[src/rtl/sfp_link_ctrl.sv]
// Link sequencer for the SFP serial TX path: gates TX_DISABLE and the line driver,
// interleaves K28.5 lock bursts with data frames, and recovers from TX faults with bounded retries.
module sfp_link_ctrl #(
    parameter int FRAME_DIV     = 30,
    parameter int EN_WAIT_FRM   = 16,
    parameter int SYNC_BURST    = 5,
    parameter int DATA_GAP      = 5,
    parameter int LOCK_TIMEOUT  = 2000,
    parameter int FLT_HOLD      = 200,
    parameter int FLT_RETRY_MAX = 3
) (
    input  logic                                 i_clk,
    input  logic                                 i_res,
    input  logic                                 i_enable,
    input  logic                                 i_sfp_tx_flt,
    input  logic                                 i_my_lock,
    input  logic                                 i_rx_lock,
    output logic                                 o_frame_tick,
    output logic                                 o_k28_5_send_en,
    output logic                                 o_sfp_tx_dis,
    output logic                                 o_drv_en,
    output logic                                 o_link_up,
    output logic [2:0]                           o_state,
    output logic [$clog2(FLT_RETRY_MAX+1)-1:0]   o_retry_cnt
);

    localparam int PHASES = SYNC_BURST + DATA_GAP;
    localparam int FW = (FRAME_DIV    > 1) ? $clog2(FRAME_DIV)    : 1;
    localparam int EW = (EN_WAIT_FRM  > 1) ? $clog2(EN_WAIT_FRM)  : 1;
    localparam int PW = (PHASES       > 1) ? $clog2(PHASES)       : 1;
    localparam int TW = (LOCK_TIMEOUT > 1) ? $clog2(LOCK_TIMEOUT) : 1;
    localparam int HW = (FLT_HOLD     > 1) ? $clog2(FLT_HOLD)     : 1;
    localparam int RW = $clog2(FLT_RETRY_MAX + 1);

    localparam logic [FW-1:0] FD_LAST   = FW'(FRAME_DIV - 1);
    localparam logic [EW-1:0] EW_LAST   = EW'(EN_WAIT_FRM - 1);
    localparam logic [PW-1:0] PH_LAST   = PW'(PHASES - 1);
    localparam logic [PW-1:0] PH_BURST  = PW'(SYNC_BURST);
    localparam logic [TW-1:0] TMO_LAST  = TW'(LOCK_TIMEOUT - 1);
    localparam logic [HW-1:0] HOLD_LAST = HW'(FLT_HOLD - 1);
    localparam logic [RW-1:0] RETRY_MAX = RW'(FLT_RETRY_MAX);

    localparam logic [2:0] ST_OFF     = 3'd0;
    localparam logic [2:0] ST_WAIT    = 3'd1;
    localparam logic [2:0] ST_ALIGN   = 3'd2;
    localparam logic [2:0] ST_RUN     = 3'd3;
    localparam logic [2:0] ST_FAULT   = 3'd4;
    localparam logic [2:0] ST_LOCKOUT = 3'd5;

    logic [FW-1:0] fcnt_q,  fcnt_d;
    logic [2:0]    state_q, state_d;
    logic [EW-1:0] wait_q,  wait_d;
    logic [PW-1:0] phase_q, phase_d;
    logic [TW-1:0] tmo_q,   tmo_d;
    logic [HW-1:0] hold_q,  hold_d;
    logic [RW-1:0] retry_q, retry_d;
    logic          tx_dis_q, tx_dis_d;
    logic          drv_en_q, drv_en_d;
    logic          k_q,      k_d;
    logic          link_q,   link_d;
    logic          tick_s;
    logic          locked_s;
    logic          flt_entry_s;

    assign tick_s      = (fcnt_q == FD_LAST);
    assign locked_s    = i_my_lock & i_rx_lock;
    assign flt_entry_s = i_sfp_tx_flt &
                         ((state_q == ST_WAIT) || (state_q == ST_ALIGN) || (state_q == ST_RUN));

    // Free-running frame prescaler.
    always_comb begin
        if (tick_s) begin
            fcnt_d = '0;
        end else begin
            fcnt_d = fcnt_q + FW'(1);
        end
    end

    // Sequencer next state: disable beats fault entry, fault entry beats tick-driven moves.
    always_comb begin
        state_d = state_q;
        wait_d  = wait_q;
        phase_d = phase_q;
        tmo_d   = tmo_q;
        hold_d  = hold_q;
        retry_d = retry_q;
        if (!i_enable) begin
            state_d = ST_OFF;
            retry_d = '0;
            wait_d  = '0;
            phase_d = '0;
            tmo_d   = '0;
            hold_d  = '0;
        end else if (flt_entry_s) begin
            state_d = ST_FAULT;
            hold_d  = '0;
        end else begin
            case (state_q)
                ST_OFF: begin
                    if (tick_s) begin
                        state_d = ST_WAIT;
                        wait_d  = '0;
                    end else begin
                        state_d = ST_OFF;
                    end
                end
                ST_WAIT: begin
                    if (tick_s && (wait_q == EW_LAST)) begin
                        state_d = ST_ALIGN;
                        phase_d = '0;
                        tmo_d   = '0;
                    end else if (tick_s) begin
                        wait_d = wait_q + EW'(1);
                    end else begin
                        wait_d = wait_q;
                    end
                end
                ST_ALIGN: begin
                    if (tick_s && (phase_q == PH_LAST) && locked_s) begin
                        state_d = ST_RUN;
                        retry_d = '0;
                    end else if (tick_s) begin
                        phase_d = (phase_q == PH_LAST) ? '0 : (phase_q + PW'(1));
                        if (tmo_q == TMO_LAST) begin
                            state_d = ST_FAULT;
                            hold_d  = '0;
                        end else begin
                            tmo_d = tmo_q + TW'(1);
                        end
                    end else begin
                        phase_d = phase_q;
                    end
                end
                ST_RUN: begin
                    if (tick_s && !locked_s) begin
                        state_d = ST_ALIGN;
                        phase_d = '0;
                        tmo_d   = '0;
                    end else begin
                        state_d = ST_RUN;
                    end
                end
                ST_FAULT: begin
                    if (i_sfp_tx_flt) begin
                        hold_d = '0;
                    end else if (tick_s && (hold_q == HOLD_LAST)) begin
                        hold_d = '0;
                        if (retry_q < RETRY_MAX) begin
                            state_d = ST_WAIT;
                            wait_d  = '0;
                            retry_d = retry_q + RW'(1);
                        end else begin
                            state_d = ST_LOCKOUT;
                        end
                    end else if (tick_s) begin
                        hold_d = hold_q + HW'(1);
                    end else begin
                        hold_d = hold_q;
                    end
                end
                ST_LOCKOUT: begin
                    state_d = ST_LOCKOUT;
                end
                default: begin
                    state_d = ST_OFF;
                end
            endcase
        end
    end

    // Output decode from the next state so every output is a flop.
    always_comb begin
        tx_dis_d = 1'b1;
        drv_en_d = 1'b0;
        k_d      = 1'b0;
        link_d   = 1'b0;
        case (state_d)
            ST_WAIT: begin
                tx_dis_d = 1'b0;
            end
            ST_ALIGN: begin
                tx_dis_d = 1'b0;
                drv_en_d = 1'b1;
                k_d      = (phase_d < PH_BURST);
            end
            ST_RUN: begin
                tx_dis_d = 1'b0;
                drv_en_d = 1'b1;
                link_d   = 1'b1;
            end
            default: begin
                tx_dis_d = 1'b1;
            end
        endcase
    end

    // State, counters and output registers.
    always_ff @(posedge i_clk) begin
        if (i_res) begin
            fcnt_q   <= '0;
            state_q  <= ST_OFF;
            wait_q   <= '0;
            phase_q  <= '0;
            tmo_q    <= '0;
            hold_q   <= '0;
            retry_q  <= '0;
            tx_dis_q <= 1'b1;
            drv_en_q <= 1'b0;
            k_q      <= 1'b0;
            link_q   <= 1'b0;
        end else begin
            fcnt_q   <= fcnt_d;
            state_q  <= state_d;
            wait_q   <= wait_d;
            phase_q  <= phase_d;
            tmo_q    <= tmo_d;
            hold_q   <= hold_d;
            retry_q  <= retry_d;
            tx_dis_q <= tx_dis_d;
            drv_en_q <= drv_en_d;
            k_q      <= k_d;
            link_q   <= link_d;
        end
    end

    // The fault input cuts the driver combinationally, without waiting for the state change.
    assign o_drv_en        = drv_en_q & ~i_sfp_tx_flt;
    assign o_frame_tick    = tick_s;
    assign o_k28_5_send_en = k_q;
    assign o_sfp_tx_dis    = tx_dis_q;
    assign o_link_up       = link_q;
    assign o_state         = state_q;
    assign o_retry_cnt     = retry_q;

endmodule

[config.mk]
export PLATFORM = sky130hd
export DESIGN_NAME = sfp_link_ctrl
export DESIGN_NICKNAME = d
export VERILOG_FILES = /design/src/rtl/sfp_link_ctrl.sv
export SDC_FILE = /design/constraint.sdc
export NUM_CORES = 1
export LEC_CHECK = 0
export CORE_MARGIN = 2
export CORE_UTILIZATION = 47
export CTS_CLUSTER_SIZE = 8
export DETAILED_ROUTE_END_ITERATION = 16
export GPL_TIMING_DRIVEN = 0
export PLACE_DENSITY = 0.72
export SLEW_MARGIN = 20
export SYNTH_ARGS = -nofsm -noshare
export SYNTH_HDL_FRONTEND = slang
export SYNTH_SLANG_ARGS = --single-unit
[constraint.sdc]
create_clock -name i_clk -period 2.4 [get_ports i_clk]
set_input_delay 0.6 -clock i_clk [delete_from_list [all_inputs] [get_ports i_clk]]
set_output_delay 0.6 -clock i_clk [all_outputs]
set_load 0.01 [all_outputs]
# After elaboration in Yosys (flattened, before gate mapping)
# Index checks and enable logic that the tools add are counted.
[totals]
out_inout_bits = 10
regBits = 41
input_bits = 6
[classes]
eq_ne = 27
add_sub_neg = 6
n_bitwise = 7
magnitude_cmp = 2
reduce_logical = 22
muxes = 48
[op_table]
columns = ["operator", "count"]
rows = [
  ["$mux 11", 5],
  ["$mux 4", 13],
  ["$mux 8", 6],
  ["$pmux 11 s3", 1],
  ["$mux 3", 9],
  ["$pmux 4 s3", 2],
  ["$ne 2x2->1 const B", 9],
  ["$pmux 3 s6", 1],
  ["$pmux 8 s2", 1],
  ["$eq 3x2->1 const B", 4],
  ["$add 11x1->11 const B", 1],
  ["$eq 11x11->1 const B", 1],
  ["$add 4x1->4 const B", 2],
  ["$add 8x1->8 const B", 1],
  ["$eq 4x4->1 const B", 2],
  ["$eq 8x8->1 const B", 1],
  ["$mux 2", 4],
  ["$ne 2x1->1 const B", 4],
  ["$reduce_and 8->1", 1],
  ["$reduce_or 2->1", 4],
  ["$reduce_and 7->1", 1],
  ["$eq 3x1->1 const B", 2],
  ["$eq 3x3->1 const B", 2],
  ["$reduce_and 6->1", 1],
  ["18 further kinds", 34],
]

# Longest topological paths before layout
[depth]
depth_word = 10
mapped_depth = 10

# Worst setup path before layout
# Ideal clock, no wire load.
[synth_path]
path_kind = "input to register"
from = "input port i_res"
to = "register k_q (netlist: o_k28_5_send_en)"
t_arrival_ns = 1.921
path_stages = 6
setup_time_ns = 0.086
setup_slack_ns = 0.394
n_path_buf = 1
cell_sequence = "clkbuf_1 > or2b_1 > or4_4 > nor2_2 > nand2_1 > a211oi_1"
[synth_via]
elab_chain_len = 1
[synth_lines]
columns = ["item", "line", "rtl"]
rows = [
  ["from (decl)", "13", "input logic i_res,"],
  ["$reduce_or 2->1 (no source line)", "-", ""],
  ["to (signal assigned)", "221", "k_q <= k_d;"],
  ["to (decl)", "59", "logic k_q, k_d;"],
]
# Every way passes these cells.
# A chain may end at the register's enable or synchronous reset.

# Final worst setup path
[layout_path]
from = "input port i_sfp_tx_flt"
to = "register tmo_q[10]"
[layout_via]
elab_chain_len = 3
[layout_lines]
columns = ["item", "line", "rtl"]
rows = [
  ["from (decl)", "15", "input logic i_sfp_tx_flt,"],
  ["$and 1x1->1", "67", "assign flt_entry_s = i_sfp_tx_flt &"],
  ["$not 1->1 (no source line)", "-", ""],
  ["$reduce_and 7->1 (no source line)", "-", ""],
  ["to (signal assigned)", "216", "tmo_q <= tmo_d;"],
  ["to (decl)", "54", "logic [TW-1:0] tmo_q, tmo_d;"],
]
# Every way passes these cells.

==> impl_metrics.toml <==
[timing]
finalHoldViolations = 0
fmax_ghz = 0.427
whs_ns = 0.460
rsz0062_at_grt = "yes"
setup_viol = 0
report.final.slew_viol_count = 0
period_minus_slack_ns = 2.34
worst_pin_slew_ns = 0.572
skew_ns = 0.00964
fin_crit_sh = 0.975
timing.slew.headroom = 0.617

[grt]
grt.total_usage = 0.205
antenna_found_initial = 0
grt.overflow.total = 0
grt_pass1_wl_mm = 8.54
grt_max_degree = 14
grt_pass1_vias = 1838

[floorplanning]
start_util = 0.479
die_x_um = 73.0
ioPinCount = 16
num_rows = 25
dieArea_um2 = 5320
core_um2 = 4660
die_y_um = 73.0

[cts]
clk_pin_slew_ns = 0.09
cts_htree_levels = 2
numCtsBuffers = 5
insertion_delay_ns = 0.29
cts.sinks = 41
root_buffer = "clkbuf_8"
clockBufferDepth = 2
cts.hold.buffers_added = 0
cts_tree = "built"

[critical_path]
startpoint_type = "input port"
reg2reg_to = "tmo_q[10]"
r2r-start = "phase_q[1]"
cp_slowest_cell = "clkdlybuf4s50_1"
crit_type = "in2reg"
cp.depth = 8
crit_buf_inv = 2
cp_max_fo = 10
critPathCapture = "tmo_q[10]"
critPathCaptureType = "register"
crit_chain = "clkdlybuf4s50_1 -> clkbuf_4 -> nor2_1 -> o221a_2 -> o211ai_1 -> nor4_1 -> xnor2_1 -> nor2_1"
crit_required_ns = 2.58
crit_family = "buffers and inverters"
cp_common_cell = "nor2_1"
reg2reg_slack_ns = 0.21
setup.worst_path.start = "i_sfp_tx_flt"
crit_path_max_incr_delay_ns = 0.47
crit_arrival_ns = 2.52
r2r_cells = 8

[power_and_ir_drop]
power-per-cell-area_nw_per_um2 = 458
p_total_w = 0.00118
p_leak_nw = 0.928
peakVddDrop_uv = 282

[synth]
avgSynthCellArea_um2 = 8.59
synthXorXnorAreaFrac = 0.0666
synthArstFlopShare = 0
netlist.area_leader.share = 0.367
synth_edf_count = 0
synthMuxAreaShare = 0.00448
netlist_instances = 260
ys_types = 62
synthSimpleGateAreaFrac = 0.333
synth_top_family_by_area = "simple AND/OR/NAND/NOR gates"
ys_ff_latch = 41
synthAdderAreaFrac = 0.0448
synthesis.nets = 274
synth_compound_area_frac = 0.148
yosys_most_used_dff = "dfxtp_1"
synth_area_um2 = 2230
ys_seq_area_frac = 0.367
synth.top_cells.by_area = "dfxtp_1 (37%), nor2_1 (6.4%), ha_1 (4.5%)"
yosys.area.top_type = "dfxtp_1"
yosysWarnings = 0

[layout]
layout.cells.non_filler = 337
final_nets = 296
drive_gt1_frac = 0.124
syn_to_final_growth_pct = 14.9
diodes = 0

[run_status]
status = "finished clean"

[place]
placed_cells = 328
io_buffers = 14
dp.final_hpwl_mm = 3.51
gp_congestion = 0.900

[detailed_routing]
vias = 1947
drc_errors = 0
finalWirelength_mm = 4.93
firstDrtPassIters = 4
via_per_inst = 5.78
drt_iter0_markers = 79
drtAntennaViolNets = 0
wl_per_cell_um = 14.6

[run]
maxCapViolations = 0

[hold_path]
hp-class = "reg2reg"
[report_power, final]
part           switching (W)  internal, W  total [W]
clock network       0.000244     0.000201   0.000445
registers         0.00000503     0.000684   0.000689
logic              0.0000253    0.0000161  0.0000415
total               0.000275     0.000901    0.00118
[timing repair]
action | 4_1_cts | 5_1_grt
pin swaps | 1 | 0
setup endpoints to repair | 4 | 9
resized for setup | 5 | 7
buffers inserted | 1 | 0
[cells by family (layout without fill, tap and decap cells)]
| logic type | after synthesis | after routing |
|---|---|---|
| AND/OR/NAND/NOR | 132 | 132 |
| AO/OA/AOI/OAI | 47 | 47 |
| flip-flops | 41 | 41 |
| XOR/XNOR | 17 | 17 |
| buffers and inverters | 14 | 37 |
| adder cells (fa/ha/maj) | 8 | 8 |
| multiplexers | 1 | 1 |
[how the worst min path moves through the flow]
| stage | from | end | slack, ns | depth (start not counted) |
|---|---|---|---|---|
| 3_3_place_gp | tmo_q[1] | tmo_q[1] | 0.46 | 2 |
| 5_1_grt | fcnt_q[0] | fcnt_q[0] | 0.48 | 1 |
| 6_report | fcnt_q[0] | fcnt_q[0] | 0.46 | 1 |
| 4_1_cts | fcnt_q[0] | fcnt_q[0] | 0.47 | 1 |
| 2_1_floorplan | wait_q[1] | wait_q[1] | 0.45 | 2 |
| 3_5_place_dp | tmo_q[1] | tmo_q[1] | 0.47 | 2 |
[synthesized netlist by cell type, types with 2 or more instances]
library cell and count:
a21oi_1 14, a22o_1 3, a41oi_1 2, and2_1 2, and3_1 6, and4_1 2, and4_2 2, buf_4 2
buf_6 2, clkbuf_1 2, dfxtp_1 41, ha_1 8, inv_1 7, nand2_1 22, nand3_1 11, nand4_1 7
nor2_1 38, nor2b_1 4, nor3_1 10, nor4_1 3, o211ai_1 3, o21ai_0 8, or3_1 6, or4_1 2
xnor2_1 6, xor2_1 11
[placed cells by master, fill, tap and decap left out, types with 4 or more instances in the layout]
cell and count:
dfxtp_1 40, nor2_1 38, nand2_1 22, a21oi_1 14, nand3_1 11, xor2_1 11, clkdlybuf4s50_1 11, nor3_1 9
inv_1 7, nand4_1 7, o21ai_0 7, ha_1 7, or3_1 6, and3_1 6, xnor2_1 6, clkbuf_8 5
nor2b_1 4
[stage by stage]
step                      setup slack, ns  TNS, ns  instance area (um^2)  utilization
after floorplan                     0.394        0                  2230            -
after global placement             -0.334    -3.68                  2440        0.524
after detailed placement           -0.363    -4.00                  2440        0.524
after CTS                         0.00178        0                  2540        0.546
after global routing              -0.0521  -0.0771                  2570        0.551
final                              0.0607        0                  2570        0.551
[state kept, by name (all words and copies together) (netlist names)]
| register | flops |
|---|---|
| drv_en_q | 1 |
| fcnt_q | 5 |
| hold_q | 8 |
| o_k28_5_send_en | 1 |
| o_link_up | 1 |
| o_retry_cnt | 2 |
| o_sfp_tx_dis | 1 |
| o_state | 3 |
| phase_q | 4 |
| tmo_q | 11 |
| wait_q | 4 |
[layout make-up]
class                      count  area, um^2
clock inverter                 3        17.5
timing repair buffer          15         151
tap                           54        67.6
sequential                    41         822
buffer                         7        57.6
multi-input combinational    205        1360
clock buffer                   5        68.8
inverter                       7        26.3
fill                         455        2090
[per-layer routing]
metal,routed length (um),track usage
met5,0,0
met4,56,0.0700
met3,203,0.0414
met2,2320,0.329
met1,2340,0.273
[worst register-to-register path: cells and delay by family, from the launching register on]
kind | cells | cell delay, ns
fa+ha+maj | 1 | 0.19
simple gates | 3 | 0.64
compound gates | 2 | 0.58
flops | 1 | 0.43
xor+xnor | 1 | 0.16
buf+inv | 1 | 0.07
(Power assumes the default switching activity.)
